$ cat src/rtl/draw_pkg.sv
// Shared screen geometry, state encoding, colours and command payload for the
// box drawing path.
package draw_pkg;

  localparam int unsigned SCREEN_W = 160;
  localparam int unsigned SCREEN_H = 120;
  localparam int unsigned X_W      = 8;
  localparam int unsigned Y_W      = 7;
  localparam int unsigned SIZE_W   = 5;
  localparam int unsigned COLOUR_W = 3;

  typedef enum logic [1:0] {
    IDLE = 2'd0,
    PLOT = 2'd1,
    DONE = 2'd2
  } state_e;

  localparam logic [COLOUR_W-1:0] BLACK = 3'b000;
  localparam logic [COLOUR_W-1:0] WHITE = 3'b111;

  // Rectangle command as latched at accept
  typedef struct packed {
    logic [X_W-1:0]      x;
    logic [Y_W-1:0]      y;
    logic [SIZE_W-1:0]   w;
    logic [SIZE_W-1:0]   h;
    logic [COLOUR_W-1:0] colour;
  } cmd_t;

  // True when a widened pixel coordinate lands inside the visible area
  function automatic logic on_screen(input logic [X_W:0] sx, input logic [Y_W:0] sy);
    return (sx < (X_W+1)'(SCREEN_W)) && (sy < (Y_W+1)'(SCREEN_H));
  endfunction

endpackage

$ cat src/rtl/box_draw_ctrl_raster_counter.sv
// Row-major cx/cy walker bounded by w/h. Exposes the coordinate that follows
// the current one plus a flag on the final pixel, so callers can register
// pixel outputs one cycle ahead.
module raster_counter
  import draw_pkg::*;
(
  input  logic              clk_i,
  input  logic              rst_i,
  input  logic              load_i,
  input  logic              step_i,
  input  logic [SIZE_W-1:0] w_i,
  input  logic [SIZE_W-1:0] h_i,
  output logic [SIZE_W-1:0] nxt_cx_c,
  output logic [SIZE_W-1:0] nxt_cy_c,
  output logic              last_c
);

  logic [SIZE_W-1:0] cx_q, cx_d;
  logic [SIZE_W-1:0] cy_q, cy_d;
  logic              row_end;

  // Next coordinate and end-of-box detection
  always_comb begin
    row_end  = (cx_q == SIZE_W'(w_i - SIZE_W'(1)));
    last_c   = row_end && (cy_q == SIZE_W'(h_i - SIZE_W'(1)));
    nxt_cx_c = row_end ? '0 : SIZE_W'(cx_q + SIZE_W'(1));
    nxt_cy_c = row_end ? SIZE_W'(cy_q + SIZE_W'(1)) : cy_q;
    cx_d     = cx_q;
    cy_d     = cy_q;
    if (load_i) begin
      cx_d = '0;
      cy_d = '0;
    end else if (step_i) begin
      cx_d = nxt_cx_c;
      cy_d = nxt_cy_c;
    end
  end

  // Counter registers
  always_ff @(posedge clk_i) begin
    if (rst_i) begin
      cx_q <= '0;
      cy_q <= '0;
    end else begin
      cx_q <= cx_d;
      cy_q <= cy_d;
    end
  end

endmodule

$ cat src/rtl/box_draw_ctrl.sv
// Rasterises one draw/erase rectangle command into one VGA pixel write per
// clock in row-major order. Off-screen pixels consume a cycle with plot low.
// Optional BOX_OUTLINE_EN adds req_outline: only border pixels are plotted.
module box_draw_ctrl
  import draw_pkg::*;
(
  input  logic                clock,
  input  logic                reset,
  input  logic                req_valid,
  output logic                req_ready,
  input  logic [X_W-1:0]      req_x,
  input  logic [Y_W-1:0]      req_y,
  input  logic [SIZE_W-1:0]   req_w,
  input  logic [SIZE_W-1:0]   req_h,
  input  logic [COLOUR_W-1:0] req_colour,
  input  logic                req_erase,
  input  logic [COLOUR_W-1:0] bg_colour,
`ifdef BOX_OUTLINE_EN
  input  logic                req_outline,
`endif
  output logic [X_W-1:0]      vga_x,
  output logic [Y_W-1:0]      vga_y,
  output logic [COLOUR_W-1:0] vga_colour,
  output logic                vga_plot,
  output logic                busy,
  output logic                done
);

  state_e              state_q, state_d;
  cmd_t                cmd_q, cmd_d;
  logic [X_W-1:0]      vga_x_q, vga_x_d;
  logic [Y_W-1:0]      vga_y_q, vga_y_d;
  logic [COLOUR_W-1:0] vga_colour_q, vga_colour_d;
  logic                plot_q, plot_d;
  logic                busy_q, busy_d;
  logic                done_q, done_d;
  logic                ready_q, ready_d;
`ifdef BOX_OUTLINE_EN
  logic                outline_q, outline_d;
  logic                px_outline;
  logic                px_border;
`endif

  logic                load_c, step_c;
  logic [SIZE_W-1:0]   nxt_cx_c, nxt_cy_c;
  logic                last_c;

  // Pixel being emitted this cycle: base, offset, size and colour
  logic                px_emit;
  logic [X_W-1:0]      px_base_x;
  logic [Y_W-1:0]      px_base_y;
  logic [SIZE_W-1:0]   px_off_x, px_off_y;
  logic [SIZE_W-1:0]   px_w, px_h;
  logic [COLOUR_W-1:0] px_colour;
  logic [X_W:0]        px_sx;
  logic [Y_W:0]        px_sy;

  raster_counter u_raster (
    .clk_i    (clock),
    .rst_i    (reset),
    .load_i   (load_c),
    .step_i   (step_c),
    .w_i      (cmd_q.w),
    .h_i      (cmd_q.h),
    .nxt_cx_c (nxt_cx_c),
    .nxt_cy_c (nxt_cy_c),
    .last_c   (last_c)
  );

  // Next state, command latch and next registered pixel outputs
  always_comb begin
    state_d      = state_q;
    cmd_d        = cmd_q;
    vga_x_d      = vga_x_q;
    vga_y_d      = vga_y_q;
    vga_colour_d = vga_colour_q;
    plot_d       = 1'b0;
    load_c       = 1'b0;
    step_c       = 1'b0;
    px_emit      = 1'b0;
    px_base_x    = cmd_q.x;
    px_base_y    = cmd_q.y;
    px_off_x     = nxt_cx_c;
    px_off_y     = nxt_cy_c;
    px_w         = cmd_q.w;
    px_h         = cmd_q.h;
    px_colour    = cmd_q.colour;
`ifdef BOX_OUTLINE_EN
    outline_d    = outline_q;
    px_outline   = outline_q;
`endif

    unique case (state_q)
      IDLE: begin
        if (req_valid) begin
          cmd_d.x      = req_x;
          cmd_d.y      = req_y;
          cmd_d.w      = req_w;
          cmd_d.h      = req_h;
          cmd_d.colour = req_erase ? bg_colour : req_colour;
          load_c       = 1'b1;
`ifdef BOX_OUTLINE_EN
          outline_d    = req_outline;
          px_outline   = req_outline;
`endif
          if ((req_w == '0) || (req_h == '0)) begin
            state_d = DONE;
          end else begin
            // First pixel comes straight from the request so it appears at T+1
            state_d   = PLOT;
            px_emit   = 1'b1;
            px_base_x = req_x;
            px_base_y = req_y;
            px_off_x  = '0;
            px_off_y  = '0;
            px_w      = req_w;
            px_h      = req_h;
            px_colour = cmd_d.colour;
          end
        end
      end
      PLOT: begin
        if (last_c) begin
          state_d = DONE;
        end else begin
          step_c  = 1'b1;
          px_emit = 1'b1;
        end
      end
      DONE: begin
        state_d = IDLE;
      end
      default: begin
        state_d = IDLE;
      end
    endcase

    px_sx = {1'b0, px_base_x} + (X_W+1)'(px_off_x);
    px_sy = {1'b0, px_base_y} + (Y_W+1)'(px_off_y);
`ifdef BOX_OUTLINE_EN
    px_border = (px_off_x == '0) || (px_off_x == SIZE_W'(px_w - SIZE_W'(1))) ||
                (px_off_y == '0) || (px_off_y == SIZE_W'(px_h - SIZE_W'(1)));
`endif

    if (px_emit) begin
      vga_x_d      = px_sx[X_W-1:0];
      vga_y_d      = px_sy[Y_W-1:0];
      vga_colour_d = px_colour;
`ifdef BOX_OUTLINE_EN
      plot_d       = on_screen(px_sx, px_sy) && (!px_outline || px_border);
`else
      plot_d       = on_screen(px_sx, px_sy) && (px_w != '0) && (px_h != '0);
`endif
    end

    ready_d = (state_d == IDLE);
    busy_d  = (state_d != IDLE);
    done_d  = (state_d == DONE);
  end

  // State and output registers
  always_ff @(posedge clock) begin
    if (reset) begin
      state_q      <= IDLE;
      cmd_q        <= '0;
      vga_x_q      <= '0;
      vga_y_q      <= '0;
      vga_colour_q <= '0;
      plot_q       <= 1'b0;
      busy_q       <= 1'b0;
      done_q       <= 1'b0;
      ready_q      <= 1'b1;
`ifdef BOX_OUTLINE_EN
      outline_q    <= 1'b0;
`endif
    end else begin
      state_q      <= state_d;
      cmd_q        <= cmd_d;
      vga_x_q      <= vga_x_d;
      vga_y_q      <= vga_y_d;
      vga_colour_q <= vga_colour_d;
      plot_q       <= plot_d;
      busy_q       <= busy_d;
      done_q       <= done_d;
      ready_q      <= ready_d;
`ifdef BOX_OUTLINE_EN
      outline_q    <= outline_d;
`endif
    end
  end

  assign req_ready  = ready_q;
  assign vga_x      = vga_x_q;
  assign vga_y      = vga_y_q;
  assign vga_colour = vga_colour_q;
  assign vga_plot   = plot_q;
  assign busy       = busy_q;
  assign done       = done_q;

endmodule

$ cat config.mk
export PLATFORM = sky130hd
export DESIGN_NAME = box_draw_ctrl
export DESIGN_NICKNAME = d
export VERILOG_FILES = /design/src/rtl/draw_pkg.sv /design/src/rtl/box_draw_ctrl_raster_counter.sv /design/src/rtl/box_draw_ctrl.sv
export SDC_FILE = /design/constraint.sdc
export NUM_CORES = 1
export LEC_CHECK = 0
export ABC_AREA = 1
export BUFFER_PORTS_ARGS = -buffer_cell sky130_fd_sc_hd__buf_4
export CAP_MARGIN = 5
export CORE_UTILIZATION = 52
export DETAILED_ROUTE_END_ITERATION = 10
export PLACE_DENSITY = 0.84
export SETUP_SLACK_MARGIN = 0.15
export SLEW_MARGIN = 20
export SYNTH_ARGS = -nofsm -noshare
export SYNTH_HDL_FRONTEND = slang
export SYNTH_SLANG_ARGS = --single-unit
$ cat constraint.sdc
create_clock -name clock -period 3.2 [get_ports clock]
set_input_delay 0.64 -clock clock [delete_from_list [all_inputs] [get_ports clock]]
set_output_delay 0.64 -clock clock [all_outputs]
set_load 0.05 [all_outputs]
==> impl_results.md, run 1 <==
* Status: complete, no violations
* Register Area at 1240 µm²
* Synth Warn # at 0
* Max VDD drop at 0.333 mV
* Diodes inserted at 0
* Synth Area in Simple Gates at 35.5%
* R2R setup slack at 0.32 ns
* DRT iter0 DRCs at 276
* Slew Limit Fails at 0
* Worst Path Required at ~3.5 ns
* Crit Path Category: register to register
* Power Density at 507 nW/µm²
* Die area at 7420 µm²
* Initial Utilization at between 50% and 60%
* Die X at 86.1 µm
* Static Leakage at ~2.3 nW
* Nets at 674
* I/O Pins at 57
* Critical R2R Capture: vga_plot
* Yosys top cell area share at between 30% and 40%
* Synth cell count leaders: 146 x nand2_1, 87 x nor2_1, 62 x dfxtp_1
* Synth Area in XOR/XNOR at under 10%
* Vias per cell at 5.18
* Total Routing Usage GR at 25.6%
* DPL Wire Length at 6410 µm
* Tightest Pin Transition at 1.02 ns
* Most common cell in the synthesized netlist: nand2_1
* Routed via count at ~3800
* Final Core Density at between 60% and 70%
* Cts hold-fix bufs at 0
* Largest area contributor in the netlist: dfxtp_1
* Total power at about 2.3 mW
* Top FF cell, synth: dfxtp_1
* Multi-input gate area at between 2000 and 2500 µm²
* Crit path max fanout at 7
* Final WL at slightly above 9000 µm
* Clock root cell: clkbuf_8
* CP Data Arrival Time at 3.13 ns
* Synth async-reset ratio at 0%
* Synth-to-layout area growth at 23.9%
* Vias in the first global route at 3394
* Initial antenna violation count at 0
* Synth Register Bits at 62
* Worst Setup EP: vga_plot
* Syn nets at 609
* Post-Syn Area per Cell at 6.60 µm²
* Final period util at 89.9%
* CTS tree: built
* Slew HR at 31.8%
* Post-Syn Area at 3680 µm²
* Synth Area in Adders at 5.85%
* Setup violators final at 0
* Synth Area in Compound Gates at approximately 11%
* Die H at 86.1 µm
* Mux share of post-synthesis cell area at less than 1%
* Fillers at 620
* Reg-to-Reg Start: cmd_q[8]
* Crit path from: cmd_q[8]
* Num CTS Buffers at 9
* CTS sink cnt at just over 60
* Synth top area cells: dfxtp_1 34%, nand2_1 15%, nor2_1 8.9%, o21ai_0 6.4%, inv_1 5.9%
* Clk buf depth at 2
* PortBufs at 56
* Worst-case reg-to-reg path depth at 20
* Sequential area share after synthesis at 33.7%
* Post-DRT Antenna Nets at 0
* Clock skew at 0.0121 ns
* Post-synth cell types at 31
* Max Clk Rate at roughly 350 MHz
* Rows at 30
* Level count of the clock H-tree at 3
* Setup_tns at 0 ns
* Worst Setup End Kind: register
* Total grt overflow at 0
* Reg clk slew, reported paths at approximately 0.08 ns
* DRT Pass-1 Iters at 5
* First-pass GRT wire length at 14900 µm
* Cell count after synthesis at 558
* Largest family of logic cells by synthesized area: simple AND/OR/NAND/NOR gates
* Final WS setup at 0.322 ns
* Core region area at just under 7000 µm²
* MaxCap Viol Count at 0
* WL/cell at 12.9 µm
* Share of layout cells above drive strength 1 at about a fifth
* Largest net degree at the start of global routing at between 40 and 50
* EDFF count, synth at 0
* RSZ-0062 raised after global routing: no
* Clock Latency Late Sink at ~0.36 ns
* GP Congestion at 0.877
* Pre-CTS WS at 0.0580 ns
* Hold Crit Class: register to register
* DR DRC count at 0
* Final hold viol count at 0
* Startpoint types: register
* Hold_ws at 0.449 ns
* Tmin final at 2.88 ns
==> worst min path at each step <==
stage                     startpoint         to  slack [ns]  depth (start not counted)
after global placement     cmd_q[21]  cmd_q[21]        0.44                          2
after CTS                  cmd_q[21]  cmd_q[21]        0.45                          2
after detailed placement   cmd_q[21]  cmd_q[21]        0.44                          2
after global routing       cmd_q[21]  cmd_q[21]        0.50                          2
after floorplan             cmd_q[0]   cmd_q[0]        0.42                          2
final                      cmd_q[21]  cmd_q[21]        0.45                          2
==> flip-flops by register name, summed over array words and instances (netlist names), 2 cells and up <==
register,cells
u_raster.cx_q,5
vga_x,8
state_q,2
u_raster.cy_q,5
vga_y,7
cmd_q,28
vga_colour,3
==> what timing repair did <==
| action | CTS | global route |
|---|---|---|
| setup buffers | 0 | 10 |
| setup endpoints to repair | 0 | 8 |
| gates resized for setup | 0 | 21 |
==> report_power, final <==
group | switching (mW) | internal (mW) | total (mW) | leakage, nW
clock | 0.342 | 0.362 | 0.704 | 0.0960
sequential | 0.0453 | 0.846 | 0.891 | 0.513
combinational | 0.457 | 0.260 | 0.716 | 1.70
==> metrics by stage <==
step | instance area (µm²) | instances
after floorplan | 3690 | 558
after global placement | 4210 | 697
after detailed placement | 4210 | 697
after CTS | 4400 | 713
after global routing | 4560 | 724
final | 4560 | 724
==> metal layers <==
layer | up-vias | track usage (%) | wire length, µm | part of all wire (%)
met3 | 28 | 6.16 | 516 | 5.5
met2 | 115 | 44.7 | 4530 | 48
met5 | - | 0 | 0 | 0
met1 | 1701 | 30.1 | 4000 | 43
li1 | 1906 | - | - | -
met4 | 0 | 10.3 | 301 | 3.2
==> kinds of logic after synthesis <==
group                      after synthesis
buffers and inverters                   83
xor gates and xnor gates                16
DFF                                     62
adders and majority gates               16
muxes                                    1
and+or+nand+nor                        299
AOI/OAI and AO/OA                       81
==> layout make-up <==
| class | count | area share, % |
|---|---|---|
| clock inverter | 7 | 1.59 |
| inverter | 63 | 5.29 |
| clock buffer | 9 | 2.72 |
| sequential | 62 | 27.2 |
| timing repair buffer | 74 | 13.3 |
| multi-input combinational | 413 | 47.2 |
| tap | 96 | 2.63 |
==> worst max-delay path, cell delays in order (launching register included) <==
cell and delay (ns):
dfxtp_2 0.35, inv_2 0.06, ha_4 0.26, inv_1 0.03, nand2_1 0.06, nand2_1 0.06, nor2_2 0.09, nand3_2 0.12
nor2_8 0.22, buf_4 0.16, nor3_1 0.05, ha_1 0.37, a21oi_1 0.26, o21ai_2 0.11, a21o_1 0.18, nand3_1 0.10
nand2_1 0.08, nand2_1 0.06, nand2_1 0.07, nand2_1 0.07, nor2_1 0.04
==> layout by cell type, fill, tap and decap left out, types with 3 or more instances in the layout <==
cell | Yosys | layout
nor2_1 | 87 | 87
inv_2 | 3 | 7
nand2_1 | 146 | 144
clkbuf_8 | 0 | 9
xnor2_1 | 6 | 6
nand3b_1 | 15 | 15
nor3_1 | 6 | 6
ha_1 | 14 | 11
inv_1 | 58 | 55
dfxtp_1 | 62 | 61
o21ai_0 | 47 | 44
nand3_1 | 25 | 24
buf_4 | 2 | 70
nand3_2 | 4 | 4
xor2_1 | 10 | 9
a21o_1 | 3 | 3
a21oi_1 | 28 | 26
nand4_1 | 9 | 9
(Power assumes the default switching activity.)
==> run 2, diff against run 1 <==
Settings changed: CORE_UTILIZATION 52 to 57, PLACE_DENSITY 0.84 to 0.87.
Clock period 3.2 ns to 2.8 ns, I/O delays scaled along.
==> run 2 against run 1 <==
The run now ends with negative setup slack left. Setup slack got worse by 0.64 ns. Worst hold slack got worse by 0.019 ns. Critical path depth rose by 2. Flip-flop and latch count is the same. Core utilization rose by 12 points. Cell count shrank 0.41%. Die area decreased by 8.6%.
==> impl_results.md, run 2 (same netlist as run 1, synthesis figures left out) <==
* Power share of the sequential group at 35.9% (was 38.6%)
* Largest Register: cmd_q (unchanged)
* Wire length on met1 at 4150 µm (was 4000 µm)
* Largest net degree at the start of global routing at 36 (was 46)
* Min-Delay Path Depth at 2 (unchanged)
* Diodes inserted at 0 (unchanged)
* Clk buf depth at 2 (unchanged)
* Failing checks: negative setup slack
* Level count of the clock H-tree at 3 (unchanged)
* Final period util at 111% (was 89.9%)
* Initial Utilization at 60.7% (was 53.9%)
* Clock Latency Late Sink at 0.36 ns (about the same)
* Die X at 82.4 µm (was 86.1 µm)
* Worst Path Required at 3.10 ns (was 3.45 ns)
* CP Data Arrival Time at 3.41 ns (was 3.13 ns)
* WL/cell at 15.0 µm (was 12.9 µm)
* Critical path depth at 22 (was 20)
* DPL Wire Length at 6860 µm (was 6410 µm)
* MaxCap Viol Count at 0 (unchanged)
* Worst-case reg-to-reg path depth at 22 (was 20)
* Total Routing Usage GR at 31.0% (was 25.6%)
* Startpoint types: register (unchanged)
* Slew HR at 32.2% (was 31.8%)
* First-pass GRT wire length at 15700 µm (was 14900 µm)
* DR WL met3 at 876 µm (was 516 µm)
* Tmin final at 3.12 ns (was 2.88 ns)
* Sw power at 1.02 mW (was 844 µW)
* Setup_tns at -0.651 ns (was 0 ns)
* Hold_ws at 0.430 ns (was 0.449 ns)
* DR DRC count at 0 (unchanged)
* Final hold viol count at 0 (unchanged)
* Power Density at 592 nW/µm² (was 507 nW/µm²)
* Final WS setup at -0.319 ns (was 0.322 ns)
* Final WL at 10800 µm (was 9350 µm)
* Worst Setup End Kind: register (unchanged)
* DRT Pass-1 Iters at 5 (unchanged)
* Max VDD drop at 0.414 mV (was 0.333 mV)
* I/O Pins at 57 (unchanged)
* Final Core Density at 79.0% (was 66.8%)
* DRT iter0 DRCs at 390 (was 276)
* Initial antenna violation count at 0 (unchanged)
* Tightest Pin Transition at 1.02 ns (about the same)
* Crit path max fanout at 7 (unchanged)
* Worst-path cell chain: inv_2 > ha_4 > inv_2 > nand2_1 > nand2_1 > nor2_2 > nand3_2 > nor2_8 > buf_6 > nand2_2 > o21ai_2 > nor2_1 > ha_1 > a21oi_2 > o21ai_1 > nor2_1 > inv_1 > nand3_1 > nand2_1 > nor2_1 > nand3_1 > nor2_1 (was inv_2 > ha_4 > inv_1 > nand2_1 > nand2_1 > nor2_2 > nand3_2 > nor2_8 > buf_4 > nor3_1 > ha_1 > a21oi_1 > o21ai_2 > a21o_1 > nand3_1 > nand2_1 > nand2_1 > nand2_1 > nand2_1 > nor2_1)
* Crit Path Category: register to register (unchanged)
* Critical-path top delay cell: ha_1 (unchanged)
* Reg clk slew, reported paths at 0.08 ns (about the same)
* GP Congestion at 0.921 (was 0.877)
* Total grt overflow at 0 (unchanged)
* WP buf/inv at 4 (was 3)
* Static Leakage at 2.40 nW (was 2.31 nW)
* Cell family with most CP delay: simple AND/OR/NAND/NOR gates (unchanged)
* Clock root cell: clkbuf_8 (unchanged)
* Commonest non-fill, non-tap cells in the layout: 141 x nand2_1, 88 x buf_4, 81 x nor2_1 (was 144 x nand2_1, 87 x nor2_1, 70 x buf_4)
* Die area at 6780 µm² (was 7420 µm²)
* Top Metal Used: met4 (unchanged)
* Status: complete, but fails checks (was complete, no violations)
* Routed via count at 4068 (was 3750)
* Rows at 28 (was 30)
* Nets at 692 (was 674)
* PortBufs at 56 (unchanged)
* Cts hold-fix bufs at 0 (unchanged)
* Post-DRT Antenna Nets at 0 (unchanged)
* Most common cell after layout, fill and taps aside: nand2_1 (unchanged)
* Pre-CTS WS at -0.134 ns (was 0.0580 ns)
* CTS tree: built (unchanged)
* Routed wire length on met2 at 5390 µm (was 4530 µm)
* Most used cell, CP: nor2_1 (was nand2_1)
* R2R setup slack at -0.32 ns (was 0.32 ns)
* Clock power frac at 31.1% (was 30.5%)
* Combinational Power Share at 33.0% (was 31.0%)
* Hold Crit Class: primary input to register (was register to register)
* Vias in the first global route at 3587 (was 3394)
* RSZ-0062 raised after global routing: yes (was no)
* Share of layout cells above drive strength 1 at 25.1% (was 19.4%)
* Synth-to-layout area growth at 30.1% (was 23.9%)
* Slew Limit Fails at 0 (unchanged)
* Power Internal at 1.82 mW (was 1.47 mW)
* Clock skew at 0.0155 ns (was 0.0121 ns)
* Num CTS Buffers at 9 (unchanged)
* Vias per cell at 5.64 (was 5.18)
* Max reg flops at 28 (unchanged)
* Max Clk Rate at 321 MHz (was 347 MHz)
* Core region area at 6060 µm² (was 6830 µm²)
* Net Sw Frac at 35.9% (was 36.5%)
* CP peak stage delay at 0.37 ns (about the same)
* CTS sink cnt at 62 (unchanged)
* Die H at 82.4 µm (was 86.1 µm)
* Setup violators final at 6 (was 0)
[run 2: cell types whose count changed in the layout (fill, tap and decap cells not counted), sizes merged]
cell | previous run | this run
bufinv | 1 | 2
buf | 73 | 92
inv | 64 | 61
clkinv | 3 | 5
clkinvlp | 2 | 1
[run 2: worst register-to-register path: stages, from the launching register on]
cell and delay, ns:
dfxtp_2 0.34, inv_2 0.05, ha_4 0.26, inv_2 0.03, nand2_1 0.05, nand2_1 0.07, nor2_2 0.11, nand3_2 0.12
nor2_8 0.16, buf_6 0.14, nand2_2 0.05, o21ai_2 0.09, nor2_1 0.08, ha_1 0.37, a21oi_2 0.20, o21ai_1 0.11
nor2_1 0.18, inv_1 0.11, nand3_1 0.10, nand2_1 0.09, nor2_1 0.15, nand3_1 0.08, nor2_1 0.13
[run 2: metal layers]
layer | up-vias | global-route usage, %
met1 | 1862 | 35.1
li1 | 1943 | -
met3 | 46 | 6.04
met2 | 217 | 54.8
met4 | 0 | 16.3
met5 | - | 0
[run 2: stage by stage]
step / power [mW] / cell area [µm²] / std cells
final: 2.84 / 4790 / 721
after global routing: 2.96 / 4790 / 721
after CTS: 2.75 / 4630 / 714
after detailed placement: 1.85 / 4310 / 690
after global placement: 1.82 / 4310 / 690
after floorplan: 1.61 / 3760 / 558
[run 2: cell type report]
type                    instances  area (µm²)
flip-flops and latches         62        1240
repair buffers                 92         714
clock inverters                 6        86.3
well taps                      75        93.8
inverters                      63         241
fillers                       409        1270
multi-input cells             413        2280
clock buffers                  10         128
[run 2: power by group through the flow]
stage | logic (mW) | registers (mW) | clock network [mW]
CTS | 0.857 | 1.02 | 0.879
floorplan | 0.457 | 1.16 | 0
finish | 0.936 | 1.02 | 0.882
detailed placement | 0.812 | 1.03 | 0
global route | 1.02 | 1.03 | 0.918
global placement | 0.788 | 1.03 | 0
[run 2: final timing paths]
check / from / to
hold reg to reg: cmd_q[0] / cmd_q[0]
setup reg to reg: cmd_q[8] / vga_plot
hold / removal: reset / vga_colour[1]
setup / recovery: cmd_q[8] / vga_plot
[run 2: timing repair]
action	in CTS	in global routing
setup buffers	8	7
endpoints found under the setup margin	11	12
pin swaps	20	26
hold endpoints to repair	0	0
gates resized for setup	16	23
==> run 3, diff against run 2 <==
==> constraint.sdc (replaced) <==
create_clock -name clock -period 3.3 [get_ports clock]
set_input_delay 0.66 -clock clock [delete_from_list [all_inputs] [get_ports clock]]
set_output_delay 0.66 -clock clock [all_outputs]
set_load 0.1 [all_outputs]
==> run 3 against run 2 <==
The flow now finishes without violations. Register-to-register slack better by 0.61 ns. Clock skew is 0.0063 ns lower. Combinational power is 14% lower. First-iteration DRC count is 42% lower. Critical path depth stayed put. Critical path type unchanged. Non-clock buffer count is 25 lower. Total power is 17% lower. Wire length is 13% lower. Die area stayed put. Largest power group unchanged. Sequential power is 15% lower. Sequential share of layout area is 2.0 points higher. Flip-flop and latch count stayed put.
==> impl_results.md, run 3 (same netlist as run 1, synthesis figures left out) <==
* RSZ-0062 raised after global routing: no (was yes)
* R2R setup slack at 0.29 ns (was -0.32 ns)
* Clock Latency Late Sink at 0.35 ns (was 0.36 ns)
* Power Internal at 1.43 mW (was 1.82 mW)
* Worst-path cell chain: inv_1 > ha_1 > inv_1 > nand2_1 > nand2_1 > nor2_2 > nand3_2 > nor2_8 > nand2_1 > xor2_2 > nor2_1 > ha_1 > a21oi_2 > o21ai_2 > nor2_1 > inv_1 > nand2_1 > nand2_1 > inv_1 > nand3_1 > nand2_1 > nor2_1 (was inv_2 > ha_4 > inv_2 > nand2_1 > nand2_1 > nor2_2 > nand3_2 > nor2_8 > buf_6 > nand2_2 > o21ai_2 > nor2_1 > ha_1 > a21oi_2 > o21ai_1 > nor2_1 > inv_1 > nand3_1 > nand2_1 > nor2_1 > nand3_1 > nor2_1)
* Tightest Pin Transition at 1.01 ns (was 1.02 ns)
* Critical R2R Capture: vga_plot (unchanged)
* CP peak stage delay at 0.34 ns (was 0.37 ns)
* Hold Crit Class: register to register (was primary input to register)
* Total grt overflow at 0 (unchanged)
* Tmin final at 3.01 ns (was 3.12 ns)
* Setup_tns at 0 ns (was -0.651 ns)
* Finished layout cell area at 4440 µm² (was 4790 µm²)
* Power share of the sequential group at 36.7% (was 35.9%)
* Setup violators final at 0 (was 6)
* Rows at 28 (unchanged)
* Post-DRT Antenna Nets at 0 (unchanged)
* Final hold viol count at 0 (unchanged)
* Hold_ws at 0.483 ns (was 0.430 ns)
* Clock root cell: clkbuf_8 (unchanged)
* Min-Delay Path Depth at 2 (unchanged)
* Power Density at 531 nW/µm² (was 592 nW/µm²)
* Total Routing Usage GR at 28.8% (was 31.0%)
* Pre-CTS WS at 0.120 ns (was -0.134 ns)
* Die H at 82.4 µm (unchanged)
* Worst Setup End Kind: register (unchanged)
* CP Data Arrival Time at 3.26 ns (was 3.41 ns)
* Nets at 667 (was 692)
* Wire length on met1 at 4080 µm (was 4150 µm)
* WL/cell at 13.6 µm (was 15.0 µm)
* Cell family with most CP delay: simple AND/OR/NAND/NOR gates (unchanged)
* Crit path max fanout at 6 (was 7)
* PortBufs at 56 (unchanged)
* Commonest non-fill, non-tap cells in the layout: 145 x nand2_1, 87 x nor2_1, 65 x buf_4 (was 141 x nand2_1, 88 x buf_4, 81 x nor2_1)
* Placed Instances at 675 (was 690)
* CTS sink cnt at 62 (unchanged)
* Register Area at 1240 µm² (unchanged)
* Slew Limit Fails at 0 (unchanged)
* Largest net degree at the start of global routing at 46 (was 36)
* Worst-case reg-to-reg path depth at 22 (unchanged)
* Core region area at 6060 µm² (unchanged)
* MaxCap Viol Count at 0 (unchanged)
* First-pass GRT wire length at 14600 µm (was 15700 µm)
* DRT iter0 DRCs at 226 (was 390)
* Static Leakage at 2.26 nW (was 2.40 nW)
* Max reg flops at 28 (unchanged)
* Most used cell, CP: nand2_1 (was nor2_1)
* Initial antenna violation count at 0 (unchanged)
* Cts hold-fix bufs at 0 (unchanged)
* Reg clk slew, reported paths at 0.07 ns (was 0.08 ns)
* Multi-input gate area at 2140 µm² (was 2280 µm²)
* Min-Delay Startpoint: cmd_q[21] (was reset)
* Level count of the clock H-tree at 3 (unchanged)
* Routed via count at 3730 (was 4068)
* Initial Utilization at 60.7% (unchanged)
* Final WS setup at 0.295 ns (was -0.319 ns)
* Die X at 82.4 µm (unchanged)
* Number of non-filler instances in the completed layout at 696 (was 721)
* Clock skew at 0.00918 ns (was 0.0155 ns)
* Worst Path Required at 3.55 ns (was 3.10 ns)
* Largest Register: cmd_q (unchanged)
* Vias per cell at 5.36 (was 5.64)
* Crit Path Category: register to register (unchanged)
* Diodes inserted at 0 (unchanged)
* Routed wire length on met2 at 4630 µm (was 5390 µm)
* Clk buf depth at 2 (unchanged)
* Slew HR at 32.8% (was 32.2%)
* Final Core Density at 73.3% (was 79.0%)
* GP Congestion at 0.867 (was 0.921)
* Sw power at 931 µW (was 1.02 mW)
* Max Clk Rate at 333 MHz (was 321 MHz)
* Most common cell after layout, fill and taps aside: nand2_1 (unchanged)
* Die area at 6780 µm² (unchanged)
* DR WL met3 at 527 µm (was 876 µm)
* I/O Pins at 57 (unchanged)
* Vias in the first global route at 3287 (was 3587)
* Fillers at 476 (was 409)
* Clock power frac at 29.4% (was 31.1%)
* DPL Wire Length at 6440 µm (was 6860 µm)
* DP Area at 4150 µm² (was 4310 µm²)
* Final period util at 91.1% (was 111%)
* DR DRC count at 0 (unchanged)
* Critical-path top delay cell: dfxtp_2 (was ha_1)
* Net Sw Frac at 39.5% (was 35.9%)
* CTS tree: built (unchanged)
* WP buf/inv at 4 (unchanged)
* Final WL at 9470 µm (was 10800 µm)
* Hold Path Sink: cmd_q[21] (was vga_colour[1])
* Share of layout cells above drive strength 1 at 17.9% (was 25.1%)
* DRT Pass-1 Iters at 5 (unchanged)
* Num CTS Buffers at 9 (unchanged)
* Total power at 2.36 mW (was 2.84 mW)
* Top Metal Used: met4 (unchanged)
* Max VDD drop at 0.390 mV (was 0.414 mV)
* Synth-to-layout area growth at 20.7% (was 30.1%)
* Reg-to-Reg Start: cmd_q[8] (unchanged)
* Startpoint types: register (unchanged)
* Status: complete, no violations (was complete, but fails checks)
* Combinational Power Share at 34.0% (was 33.0%)
run 3: worst max path at each step:
| stage | startpoint | endpoint | slack [ns] | cells past startpoint |
|---|---|---|---|---|
| after floorplan | req_h[1] | vga_plot | 0.16 | 18 |
| after global placement | cmd_q[8] | vga_plot | 0.17 | 21 |
| after detailed placement | cmd_q[8] | vga_plot | 0.12 | 21 |
| after CTS | cmd_q[8] | vga_plot | 0.16 | 21 |
| after global routing | cmd_q[8] | vga_plot | 0.06 | 23 |
| final | cmd_q[8] | vga_plot | 0.29 | 22 |
run 3: worst min-delay path: cells and delay by family (launching register included):
family / cells / cell delay (ns)
AOI/OAI and AO/OA: 1 / 0.06
DFF: 1 / 0.30
buffers and inverters: 1 / 0.07
run 3: per-layer routing:
metal	vias up	global-route usage, %
li1	1888	-
met1	1681	35.8
met2	144	48.5
met3	17	4.73
met4	0	13.9
met5	-	0
run 3: power groups by stage:
stage	registers (mW)	logic (mW)	clock network [mW]
6_report	0.865	0.802	0.692
5_1_grt	0.873	0.869	0.727
4_1_cts	0.863	0.781	0.696
3_5_place_dp	0.879	0.774	0
3_3_place_gp	0.876	0.755	0
2_1_floorplan	1.10	0.374	0
run 3: timing repair:
item	CTS	global route
pin swaps	1	12
setup buffers	3	2
resized for setup	0	19
endpoints found under the hold margin	0	0
setup endpoints to repair	1	6
run 3: final cells by class:
type / count / area share, %
timing repair buffer: 67 / 11.7
clock buffer: 11 / 3.18
inverter: 63 / 5.44
clock inverter: 5 / 1.32
sequential: 62 / 28.0
multi-input combinational: 413 / 48.3
tap: 75 / 2.11
